**config.mk**
```make
export PLATFORM = sky130hd
export DESIGN_NAME = rr_mux_n
export DESIGN_NICKNAME = d
export VERILOG_FILES = /design/src/rtl/rr_mux_pkg.sv /design/src/rtl/rr_arb_n.sv /design/src/rtl/rr_mux_n.sv
export SDC_FILE = /design/constraint.sdc
export NUM_CORES = 1
export LEC_CHECK = 0
export CORE_MARGIN = 4
export CORE_UTILIZATION = 25
export CTS_CLUSTER_DIAMETER = 50
export DETAILED_ROUTE_END_ITERATION = 8
export SLEW_MARGIN = 5
export SYNTH_ARGS = -nofsm -noshare
export SYNTH_HDL_FRONTEND = slang
export SYNTH_HIERARCHICAL = 1
export SYNTH_SLANG_ARGS = --single-unit
```
**constraint.sdc**
```tcl
create_clock -name clk -period 3.75 [get_ports clk]
set_input_delay 0.375 -clock clk [delete_from_list [all_inputs] [get_ports clk]]
set_output_delay 0.375 -clock clk [all_outputs]
set_load 0.03 [all_outputs]
```
**src/rtl/rr_mux_pkg.sv**
```systemverilog
// Shared types and the rotating priority search for the round-robin N-channel mux.
// Channel count is bounded by MAX_CH so the search can live in one non-parameterised function.
package rr_mux_pkg;

    localparam int DEF_WIDTH = 8;
    localparam int DEF_N_CH  = 4;
    localparam int MAX_CH    = 32;
    localparam int MAX_IDX_W = 5;

    // Output stage state; the encoding is exactly out_valid.
    typedef enum logic {
        ST_EMPTY = 1'b0,
        ST_FULL  = 1'b1
    } state_t;

    typedef struct packed {
        logic                 vld;
        logic [MAX_IDX_W-1:0] idx;
    } grant_t;

    // First set request scanning ptr, ptr+1, ... n_ch-1, 0, ... ptr-1 (ptr must be < n_ch).
    function automatic grant_t rr_search(input logic [MAX_CH-1:0]    req,
                                         input logic [MAX_IDX_W:0]   n_ch,
                                         input logic [MAX_IDX_W-1:0] ptr);
        grant_t               g;
        logic [MAX_IDX_W:0]   pos;
        g = '0;
        for (int k = 0; k < MAX_CH; k++) begin
            pos = {1'b0, ptr} + k[MAX_IDX_W:0];
            if (pos >= n_ch) pos = pos - n_ch;
            if (!g.vld && (k[MAX_IDX_W:0] < n_ch) && req[pos[MAX_IDX_W-1:0]]) begin
                g.vld = 1'b1;
                g.idx = pos[MAX_IDX_W-1:0];
            end
        end
        return g;
    endfunction

endpackage

```
**src/rtl/rr_arb_n.sv**
```systemverilog
// Purely combinational rotating-priority arbiter: picks one request starting at ptr.
// The caller owns ptr; tying it to zero gives fixed lowest-index-wins priority.
module rr_arb_n
    import rr_mux_pkg::*;
#(
    parameter int N_CH = DEF_N_CH,
    parameter int CH_W = $clog2(N_CH)
) (
    input  logic [N_CH-1:0] req,
    input  logic [CH_W-1:0] ptr,
    output logic [N_CH-1:0] gnt_onehot,
    output logic [CH_W-1:0] gnt_idx,
    output logic            gnt_vld
);

    localparam logic [MAX_IDX_W:0] N_CH_L = (MAX_IDX_W+1)'(N_CH);

    grant_t res;

    // NOTE: every output of a combinational block gets a default before any branch, or a latch is inferred.
    always_comb begin
        res        = rr_search(MAX_CH'(req), N_CH_L, MAX_IDX_W'(ptr));
        gnt_vld    = res.vld;
        gnt_idx    = res.idx[CH_W-1:0];
        gnt_onehot = '0;
        for (int i = 0; i < N_CH; i++) begin
            gnt_onehot[i] = res.vld && (res.idx == MAX_IDX_W'(i));
        end
    end

endmodule

```
**src/rtl/rr_mux_n.sv**
```systemverilog
// N-channel round-robin mux with a single registered valid/ready output stage.
// Define RR_MUX_FIXED_PRIO_EN for fixed lowest-index priority (no rotating pointer).
module rr_mux_n
    import rr_mux_pkg::*;
#(
    parameter  int WIDTH = DEF_WIDTH,
    parameter  int N_CH  = DEF_N_CH,
    localparam int CH_W  = $clog2(N_CH)
) (
    input  logic                  clk,
    input  logic                  reset_n,
    input  logic [N_CH-1:0]       in_valid,
    input  logic [N_CH*WIDTH-1:0] in_data,
    output logic [N_CH-1:0]       in_ready,
    output logic                  out_valid,
    output logic [WIDTH-1:0]      out_data,
    output logic [CH_W-1:0]       out_ch,
    input  logic                  out_ready
);

    state_t           state_q;
    state_t           state_d;
    logic [CH_W-1:0]  ptr;
    logic [N_CH-1:0]  gnt_onehot;
    logic [CH_W-1:0]  gnt_idx;
    logic             gnt_vld;
    logic             load;
    logic             xfer;
    logic [WIDTH-1:0] ch_data [N_CH];

    always_comb begin
        for (int i = 0; i < N_CH; i++) begin
            ch_data[i] = in_data[i*WIDTH +: WIDTH];
        end
    end

    rr_arb_n #(
        .N_CH(N_CH),
        .CH_W(CH_W)
    ) u_arb (
        .req       (in_valid),
        .ptr       (ptr),
        .gnt_onehot(gnt_onehot),
        .gnt_idx   (gnt_idx),
        .gnt_vld   (gnt_vld)
    );

    assign out_valid = (state_q == ST_FULL);
    assign load      = !out_valid || out_ready;
    // Nothing is accepted while reset is held, so no word is lost into a clearing register.
    assign xfer      = load && gnt_vld && reset_n;
    assign in_ready  = {N_CH{xfer}} & gnt_onehot;

    always_comb begin
        state_d = state_q;
        if (load) state_d = gnt_vld ? ST_FULL : ST_EMPTY;
    end

    // NOTE: sequential state uses non-blocking assignments so all registers update from pre-edge values.
    always_ff @(posedge clk or negedge reset_n) begin
        if (!reset_n) state_q <= ST_EMPTY;
        else          state_q <= state_d;
    end

    always_ff @(posedge clk or negedge reset_n) begin
        if (!reset_n) begin
            out_data <= '0;
            out_ch   <= '0;
        end else if (xfer) begin
            out_data <= ch_data[gnt_idx];
            out_ch   <= gnt_idx;
        end
    end

`ifdef RR_MUX_FIXED_PRIO_EN
    assign ptr = '0;
`else
    always_ff @(posedge clk or negedge reset_n) begin
        if (!reset_n)  ptr <= '0;
        else if (xfer) ptr <= (gnt_idx == CH_W'(N_CH-1)) ? '0 : gnt_idx + 1'b1;
    end
`endif

endmodule
```
Word-level counts from Yosys, hierarchy flattened
Cells that the tools add are included.
{"block": "classes", "reduce_logical": 15, "bitwise": 2, "n_addsub": 8, "n_lt_le_gt_ge": 9, "n_mux": 21, "eq_ne": 4}
{"cell": "$lt 5x6->1 const B", "count": 4}
{"cell": "$mux 6", "count": 4}
{"cell": "$bmux 1 s5", "count": 4}
{"cell": "$mux 5", "count": 4}
{"cell": "$ge 6x3->1 const B", "count": 3}
{"cell": "$bmux 8 s2", "count": 1}
{"cell": "$mux 8", "count": 2}
{"cell": "$sub 5x3->5 const B", "count": 3}
{"cell": "$eq 5x2->1 const B", "count": 2}
{"cell": "$logic_and 1x1->1", "count": 9}
{"cell": "$add 2x2->3 const B", "count": 2}
{"cell": "$eq 5x1->1 const B", "count": 1}
{"cell": "$logic_not 5->1", "count": 1}
{"cell": "$mux 1", "count": 5}
{"cell": "$and 4x4->4", "count": 1}
{"cell": "$logic_not 1->1", "count": 4}
{"cell": "$sub 2x3->4 const B", "count": 1}
{"cell": "$add 2x1->3 const B", "count": 1}
{"cell": "$ge 2x3->1 const B", "count": 1}
{"cell": "$ge 3x3->1 const B", "count": 1}
{"cell": "$not 2->3", "count": 1}
{"cell": "$add 2x1->2 const B", "count": 1}
{"cell": "$eq 2x2->1 const B", "count": 1}
{"cell": "$mux 2", "count": 1}
{"cell": "$logic_or 1x1->1", "count": 1}
{"block": "word_totals", "reg_bits": 13}

Depth between registers and ports, before layout
{"block": "depth", "ltp_word": 18, "ltp_mapped": 10, "depth_no_buf": 9}

By module
The synthesis kept the hierarchy.
{"mod": "rr_mux_n", "instances": 1, "seq_area_each_um2": 325.3, "area_each_um2": 775.7, "cells_per_inst": 46}
{"mod": "rr_arb_n", "instances": 1, "seq_area_each_um2": 0.0, "area_each_um2": 356.6, "cells_per_inst": 41}

Worst setup path after synthesis
No wires, ideal clock.
{"block": "synth_timing", "path_type": "flip-flop to flip-flop", "from": "register ptr[0]", "to": "register out_data[3]", "path_stages_with_launch": 10, "path_slack_ns": 0.752, "synth_period_minus_slack_ns": 2.998, "t_arrival_ns": 2.873, "required_time_ns": 3.625, "cell_sequence": "dfrtp_1 -> buf_2 -> inv_1 -> ha_1 -> mux4_2 -> or3_4 -> o32ai_4 -> clkbuf_1 -> mux4_2 -> mux2_4"}
{"block": "synth_between", "elab_chain_len": 18, "elab_cells_between_ends": 39}
{"element": "start: declaration", "line": "rr_mux_n.sv:23", "text": "logic [CH_W-1:0] ptr;"}
{"element": "start signal: assignment", "line": "rr_mux_n.sv:80", "text": "else if (xfer) ptr <= (gnt_idx == CH_W'(N_CH-1)) ? '0 : gnt_idx + 1'b1;"}
{"element": "parallel branches: the longest is 13 deep, another holds $sub 5x3->5"}
{"element": "$mux 6 (*)", "line": "rr_mux_pkg.sv:31", "text": "if (!g.vld && (k[MAX_IDX_W:0] < n_ch) && req[pos[MAX_IDX_W-1:0]]) begin"}
{"element": "net gnt_idx[1]", "line": "rr_mux_n.sv:25", "text": "logic [CH_W-1:0] gnt_idx;"}
{"element": "$not 2->3 (not written as such) (*)", "line": "rr_mux_n.sv:70", "text": "out_data <= ch_data[gnt_idx];"}
{"element": "$bmux 8 s2 (*)", "line": "rr_mux_n.sv:70"}
{"element": "$mux 8 (not written as such) (*) (2 in a row)", "line": "rr_mux_n.sv:70"}
{"element": "end signal: assignment", "line": "rr_mux_n.sv:70"}
{"element": "end: declaration", "line": "rr_mux_n.sv:16", "text": "output logic [WIDTH-1:0] out_data,"}
Mark *: on every way through the listed nets, which the timed path passes. The select of a mux whose other input is x is not followed.
A chain may end at the register's enable or synchronous reset.

Worst setup path after layout
{"block": "layout_timing", "from": "input in_valid[2]", "to": "output in_ready[3]"}
{"block": "layout_between", "elab_chain_len": 15, "elab_cells_between_ends": 23}
{"element": "start: declaration", "line": "rr_mux_n.sv:12", "text": "input logic [N_CH-1:0] in_valid,"}
{"element": "$bmux 1 s5", "line": "rr_mux_pkg.sv:31"}
{"element": "$mux 1 (not written as such)", "line": "rr_mux_pkg.sv:31"}
{"element": "$mux 6", "line": "rr_mux_pkg.sv:31"}
{"element": "$logic_not 1->1", "line": "rr_mux_pkg.sv:31"}
{"element": "$logic_and 1x1->1", "line": "rr_mux_pkg.sv:31"}
{"element": "$mux 6", "line": "rr_mux_pkg.sv:31"}
{"element": "$logic_not 1->1", "line": "rr_mux_pkg.sv:31"}
{"element": "$logic_and 1x1->1", "line": "rr_mux_pkg.sv:31"}
{"element": "$mux 6", "line": "rr_mux_pkg.sv:31"}
{"element": "$logic_not 1->1", "line": "rr_mux_pkg.sv:31"}
{"element": "$logic_and 1x1->1", "line": "rr_mux_pkg.sv:31"}
{"element": "$mux 6 (*)", "line": "rr_mux_pkg.sv:31"}
{"element": "net gnt_idx[1]", "line": "rr_mux_n.sv:25"}
{"element": "$eq 5x2->1 (*)", "line": "rr_arb_n.sv:27", "text": "gnt_onehot[i] = res.vld && (res.idx == MAX_IDX_W'(i));"}
{"element": "$logic_and 1x1->1 (*)", "line": "rr_arb_n.sv:27"}
{"element": "net gnt_onehot[3]", "line": "rr_mux_n.sv:24", "text": "logic [N_CH-1:0] gnt_onehot;"}
{"element": "$and 4x4->4 (*)", "line": "rr_mux_n.sv:52", "text": "assign in_ready = {N_CH{xfer}} & gnt_onehot;"}
{"element": "end: declaration", "line": "rr_mux_n.sv:14", "text": "output logic [N_CH-1:0] in_ready,"}
Mark *: on every way through the listed nets, which the timed path passes. The rest lies on a longest branch. The select of a mux whose other input is x is not followed.

==> out/results.ini <==
[routing]
dr.pass1.iters = 4
routed_via_density = 4.756
avgRoutedWirePerCell_um = 14.79
postRouteAntennaNets = 0
routed_wl_um = 2913
drtIter0Drc = 11
detailroute.via_count = 937
route.detailed.drc = 0

[logic_synthesis]
synth.net_count = 130
share_of_the_yosys_chip_area_belonging_to_registers_pct = 28.73
yosysUniqueCellTypes = 30
synthesis.instances = 87
netlist.top_cell.by_area = sky130_fd_sc_hd__dfrtp_1
synth.yosys.warnings = 6
synth_top_area_share_pct = 28.73
mappedNetlistArea_um2 = 1132
yosys_register_bits = 13
dominant_cells_by_area_after_synthesis = sky130_fd_sc_hd__dfrtp_1 (29%), sky130_fd_sc_hd__mux4_2 (22%), sky130_fd_sc_hd__mux2_4 (13%)
synthesis.area_per_instance_um2 = 13.02

[die]
horiz_die_dim_um = 75.30
design.core.area_um2 = 4384
num_io_pins = 54
floorplan.initialDensity_pct = 25.83
chipHeight_um = 75.30
floorplan.die_area_um2 = 5670
fp-row-count = 24

[cells_and_area]
final_common_cell = sky130_fd_sc_hd__clkdlybuf4s50_1
fillCellCount = 418
post-route-cell-area_um2 = 1779
most-common-layout-cells = sky130_fd_sc_hd__clkdlybuf4s50_1 (53), sky130_fd_sc_hd__dfrtp_1 (13), sky130_fd_sc_hd__mux4_2 (11)
finalNetCount = 189
ant_diodes = 0
postLayoutCoreUtil_pct = 40.58
layout-drive-gt1-share_pct = 27.59
layout_overhead_on_the_synthesized_area_pct = 57.13

[global_routing]
grt_usage_pct = 11.08
maximum_number_of_pins_on_one_net_before_global_route_repair = 15
antenna_found_initial = 0
total_congestion_overflow = 0
grt_pass1_wl_um = 4747
first_global_vias = 1058

[sta]
worst_slack_ns = 0.2842
clock-skew-final_ns = 0.001764
rsz0062_at_grt = false
worst_hold_slack_across_all_endpoints_ns = 0.4456
post-route-period-util_pct = 92.42
fin_crit_ns = 3.466
tightestPinTransition_ns = 0.5161
finalSetupViolCount = 0
slew-limit-headroom_pct = 65.59
sum_of_negative_setup_slack_ns = 0
clock.fmax_mhz = 288.5
hold_violations = 0
maxSlewViolCount = 0

[setup_path]
ws_path_type = input port to primary output
cpMostUsedCell = sky130_fd_sc_hd__clkdlybuf4s50_1
worst-endpoint-arrival_ns = 3.09
cp_max_fo = 8
required_ns = 3.38
slowest_delay_ns = 0.66
total_buffers_and_inverters_traversed_by_the_critical_path = 2
critPathTopFamily = buffers and inverters
worstPathCellList = clkdlybuf4s50_1 > mux4_2 > or3_4 > o32ai_4 > nand2_2 > nor2b_1 > and2_1 > clkdlybuf4s50_1
worst_path_max_delay_cell = sky130_fd_sc_hd__clkdlybuf4s50_1
crit_path_start_kind = input port
worst_setup_path_end_kind = primary output

[clock_network]
post-cts-setup-buffers = 0
cts_root_buf = sky130_fd_sc_hd__clkbuf_8
cts_hold_buffers = 0
clock_path_buffers = 2
clock_insertion_delay_worst_skew_ns = 0.24
cts_made_buffers = 3
clkSinkCount = 13
clock_tree_from_tritoncts = yes
resized_gates_after_cts = 0
htree_num_levels = 1
clk_transition_reported_paths_ns = 0.05

[flow_run]
max-cap-violations = 0

[placement]
io_buffer_count = 53
gp_routability_congestion = 0.8234
post-place-ws_ns = 0.2730
place.detailed.hpwl_um = 2423
detailed_place.area_um2 = 1734

[status]
run_status = completed

[pwr]
ir_worst_vdd_mv = 0.4032
power_density_nw_per_um2 = 866.9
leakage_power_summed_over_all_cells_uw = 0.0007163

[min_path]
min_path_type = input port to asynchronous set/reset pin

## flip-flops by register name, indices dropped and copies added (netlist names)
| register | count |
|---|---|
| ptr | 2 |
| out_valid | 1 |
| out_ch | 2 |
| out_data | 8 |
## synthesized netlist by cell type, drive strengths merged
master / count
mux2: 15
dfrtp: 13
mux4: 11
and2: 4
buf: 4
ha: 4
nand2: 4
nand2b: 4
a21oi: 3
inv: 3
nor2: 3
o21ai: 3
a21boi: 2
and3: 2
a221oi: 1
a22o: 1
and2b: 1
and3b: 1
clkbuf: 1
mux2i: 1
nor2b: 1
nor3: 1
nor3b: 1
o221a: 1
o32ai: 1
or3: 1
## layer usage
metal | vias to the layer above | global-route usage, % | routed length, um
met5 | - | 0 | 0
met4 | 0 | 3.107 | 22
met3 | 3 | 4.222 | 226
met2 | 41 | 19.85 | 1593
met1 | 445 | 12.20 | 1070
li1 | 448 | - | -
## layout make-up
type	instances	area (um2)	area share [%]
Clock buffer	4	45.04	2.532
Inverter	3	11.26	0.6329
Multi-Input combinational cell	66	757.0	42.55
Sequential cell	13	325.3	18.28
Tap cell	52	65.06	3.657
Timing Repair Buffer	59	575.6	32.35
## kinds of logic (layout without fill, tap and decap cells)
family                     Yosys count  after routing  share of synthesized area, %
and+or+nand+nor                     23             23                         12.15
AOI/OAI and AO/OA                   12             12                         8.950
adders and majority gates            4              4                         4.420
buffers and inverters                8             66                         4.750
DFF                                 13             13                         28.73
muxes                               27             27                         40.99
## path summary, 6_finish.rpt
check	depth (start not counted)	startpoint	slack (ns)	to
setup / recovery	8	in_valid[2]	0.28	in_ready[3]
hold / removal	2	reset_n	0.45	out_valid
setup reg to reg	9	ptr[0]	0.75	out_data[2]
hold reg to reg	2	out_valid	0.51	out_valid
max in group asynchronous	2	reset_n	3.14	out_ch[0]
min in group clk	2	out_valid	0.51	out_valid
## metrics by stage
| stage | instances | power, uW |
|---|---|---|
| 2_1_floorplan | 87 | 1107 |
| 3_3_place_gp | 193 | 1408 |
| 3_5_place_dp | 193 | 1433 |
| 4_1_cts | 197 | 1568 |
| 5_1_grt | 197 | 1661 |
| 6_report | 197 | 1542 |
## power breakdown
group,internal (uW),switching (uW),leakage (uW)
sequential,212,39.0,0.000151
clock,75.0,48.4,0.0000228
combinational,620,548,0.000543
total,907,635,0.000716
Power figures use the tool's default switching activity.
